[src/rtl/lfsr_checker_popcount.sv]
// popcount32: combinational population count of a 32-bit word.
//   i_word  in  [31:0]  word to count
//   o_count out [5:0]   number of set bits (0..32)
module popcount32 (
  input  logic [31:0] i_word,
  output logic [5:0]  o_count
);

  logic [5:0] w_sum;

  // Accumulate the set bits one position at a time.
  always_comb begin
    w_sum = 6'd0;
    for (int i = 0; i < 32; i++) begin
      w_sum = w_sum + {5'd0, i_word[i]};
    end
  end

  assign o_count = w_sum;

endmodule

[config.mk]
export PLATFORM = sky130hd
export DESIGN_NAME = popcount32
export DESIGN_NICKNAME = d
export VERILOG_FILES = /design/src/rtl/lfsr_checker_popcount.sv
export SDC_FILE = /design/constraint.sdc
export NUM_CORES = 1
export LEC_CHECK = 0
export BUFFER_PORTS_ARGS = -buffer_cell sky130_fd_sc_hd__buf_4
export CAP_MARGIN = 40
export CORE_AREA = 2 2 46 48
export DETAILED_ROUTE_END_ITERATION = 12
export DIE_AREA = 0 0 48 50
export PLACE_DENSITY = 0.72
export SETUP_SLACK_MARGIN = 0.2
export SLEW_MARGIN = 20
export SYNTH_ARGS = -nofsm -noshare
export SYNTH_HDL_FRONTEND = slang
export SYNTH_SLANG_ARGS = --single-unit
[constraint.sdc]
create_clock -name vclk -period 12.5
set_clock_uncertainty 0.1 [all_clocks]
set_input_delay 3.75 -clock vclk [all_inputs]
set_output_delay 3.75 -clock vclk [all_outputs]
set_load 0.02 [all_outputs]
==> impl_metrics.json <==
{
  "clkbuf_count": 0,
  "crit_path_max_incr_delay_ps": 530,
  "ctsResizeCount": 0,
  "crit_family": "adder cells",
  "drc_errors": 0,
  "synth_cells": 73,
  "fin_crit_sh_pct": 95.9,
  "synth_warnings": 0,
  "worst_slew_pin_slew_ps": 153,
  "overflow": 0,
  "cpMaxStageDelayCell": "fa_1",
  "dieArea_um2": 2400,
  "postCtsSetupBuffers": 0,
  "min_from": "i_word[2]",
  "place_congestion": 0.642,
  "post-route-util_pct": 56.6,
  "cap_violations": 0,
  "drv_slew": 0,
  "yosysTopAreaCellShare_pct": 63.4,
  "final_nets": 176,
  "grt_max_degree": 4,
  "fillers": 176,
  "syn_nets": 136,
  "core_area_um2": 1900,
  "crit_path_max_fanout": 2,
  "antenna_left": 0,
  "ios": 38,
  "placed_cell_area_um2": 1080,
  "worstPathArrival_ps": 8140,
  "fp.dieH_um": 50,
  "synth.area.top_cells": "fa_1 (63%), inv_1 (15%), ha_1 (12%), a21oi_2 (2.3%), xnor2_1 (2.3%)",
  "nFlopsAndLatches": 0,
  "setup_viol": 0,
  "grt_antenna_before_repair": 0,
  "fin_tns_setup_ps": 0,
  "grt_pass1_vias": 617,
  "cp-end-kind": "output port",
  "crit_required_ps": 8650,
  "fin_area_um2": 1080,
  "drtIter0Drc": 0,
  "die_x_um": 48,
  "syn_avg_cell_area_um2": 10.4,
  "syn_to_final_growth_pct": 42.1,
  "fmax_mhz": 83.4,
  "hold_path.class": "input pin to output port",
  "whs_endpoint": "o_count[0]",
  "avgViaCountPerCell": 4.13,
  "cp-start-kind": "input pin",
  "synthDistinctLibCells": 11,
  "rows": 16,
  "first_pass_iters": 1,
  "cp_common_cell": "fa_1",
  "path_class": "input pin to output port",
  "holdPathStages": 3,
  "regArea_um2": 0,
  "finalHoldViolCount": 0,
  "grt_use_total_pct": 12.0,
  "io_buffers": 38,
  "antenna_cells": 0,
  "period_needed_ps": 11990,
  "start_util_pct": 39.9,
  "crit_buf_inv": 7,
  "yosys.area.top_type": "fa_1",
  "vias": 570,
  "wirelength_mm": 1.23,
  "yosysSeqAreaShare_pct": 0,
  "wl_per_cell_um": 8.89,
  "syn_area_um2": 758,
  "rsz0062_at_grt": "no",
  "dp.final_hpwl_mm": 1.29,
  "startpoint": "i_word[0]",
  "grt_pass1_wl_mm": 2.21,
  "crit_path_cell_trace": "buf_4 > inv_1 > fa_1 > inv_1 > fa_1 > fa_1 > fa_1 > fa_1 > inv_1 > fa_1 > inv_1 > ha_1 > inv_1 > fa_1 > nand2b_1 > a21oi_2 > xor2_1 > buf_4",
  "status": "complete, no violations",
  "ctsHoldBuffers": 0,
  "drive_above_1_share_pct": 36.0,
  "relSlewSlack_pct": 89.7
}
-- metal layers --
layer  track usage, %  up-vias  wire [um]
li1                 -      276          -
met1             14.2      272        424
met2             24.2       22        739
met3                0        0         63
met4                0        0          0
met5                0        -          0
-- layout make-up --
| class | count | area [um^2] | share of cell area [%] |
|---|---|---|---|
| inverters | 30 | 113 | 10.5 |
| multi-input cells | 43 | 646 | 59.9 |
| well taps | 27 | 33.8 | 3.14 |
| repair buffers | 38 | 285 | 26.5 |
-- logic make-up (layout without fill, tap and decap cells) --
family	Yosys count	after routing	share of synthesized area [%]
AO/OA/AOI/OAI	4	4	3.96
XOR/XNOR	3	3	3.47
adder cells (fa/ha/maj)	31	31	74.9
buffers and inverters	30	68	14.9
AND/OR/NAND/NOR	5	5	2.81
-- how the worst max path moves through the flow --
stage,slack (ps),end,cells past startpoint
final,510,o_count[4],18
after global routing,330,o_count[4],18
after detailed placement,480,o_count[4],18
after CTS,460,o_count[4],18
after floorplan,600,o_count[4],16
after global placement,500,o_count[4],18
-- cell usage in the layout (no fill, tap or decap) --
master,n
nand2_1,2
o21ai_0,1
xnor2_1,2
a21oi_2,2
inv_1,30
nand2b_1,1
ha_1,7
a21o_1,1
buf_4,38
fa_1,24
xor2_1,1
nor2_1,2
-- stage by stage --
| stage | cells | worst slack [ps] | hold WS (ps) |
|---|---|---|---|
| after floorplan | 73 | 601 | 7610 |
| after global placement | 138 | 499 | 7730 |
| after detailed placement | 138 | 477 | 7720 |
| after CTS | 138 | 461 | 7730 |
| after global routing | 138 | 332 | 7740 |
| final | 138 | 508 | 7730 |
-- cells in the mapped netlist --
library cell and number:
a21oi_2 2, fa_1 24, xnor2_1 2, nand2b_1 1
ha_1 7, inv_1 30, xor2_1 1, o21ai_0 1
a21o_1 1, nor2_1 2, nand2_1 2
Power is not shown: default switching activity piles up to over one toggle a cycle in this logic, so the estimate is an artifact.
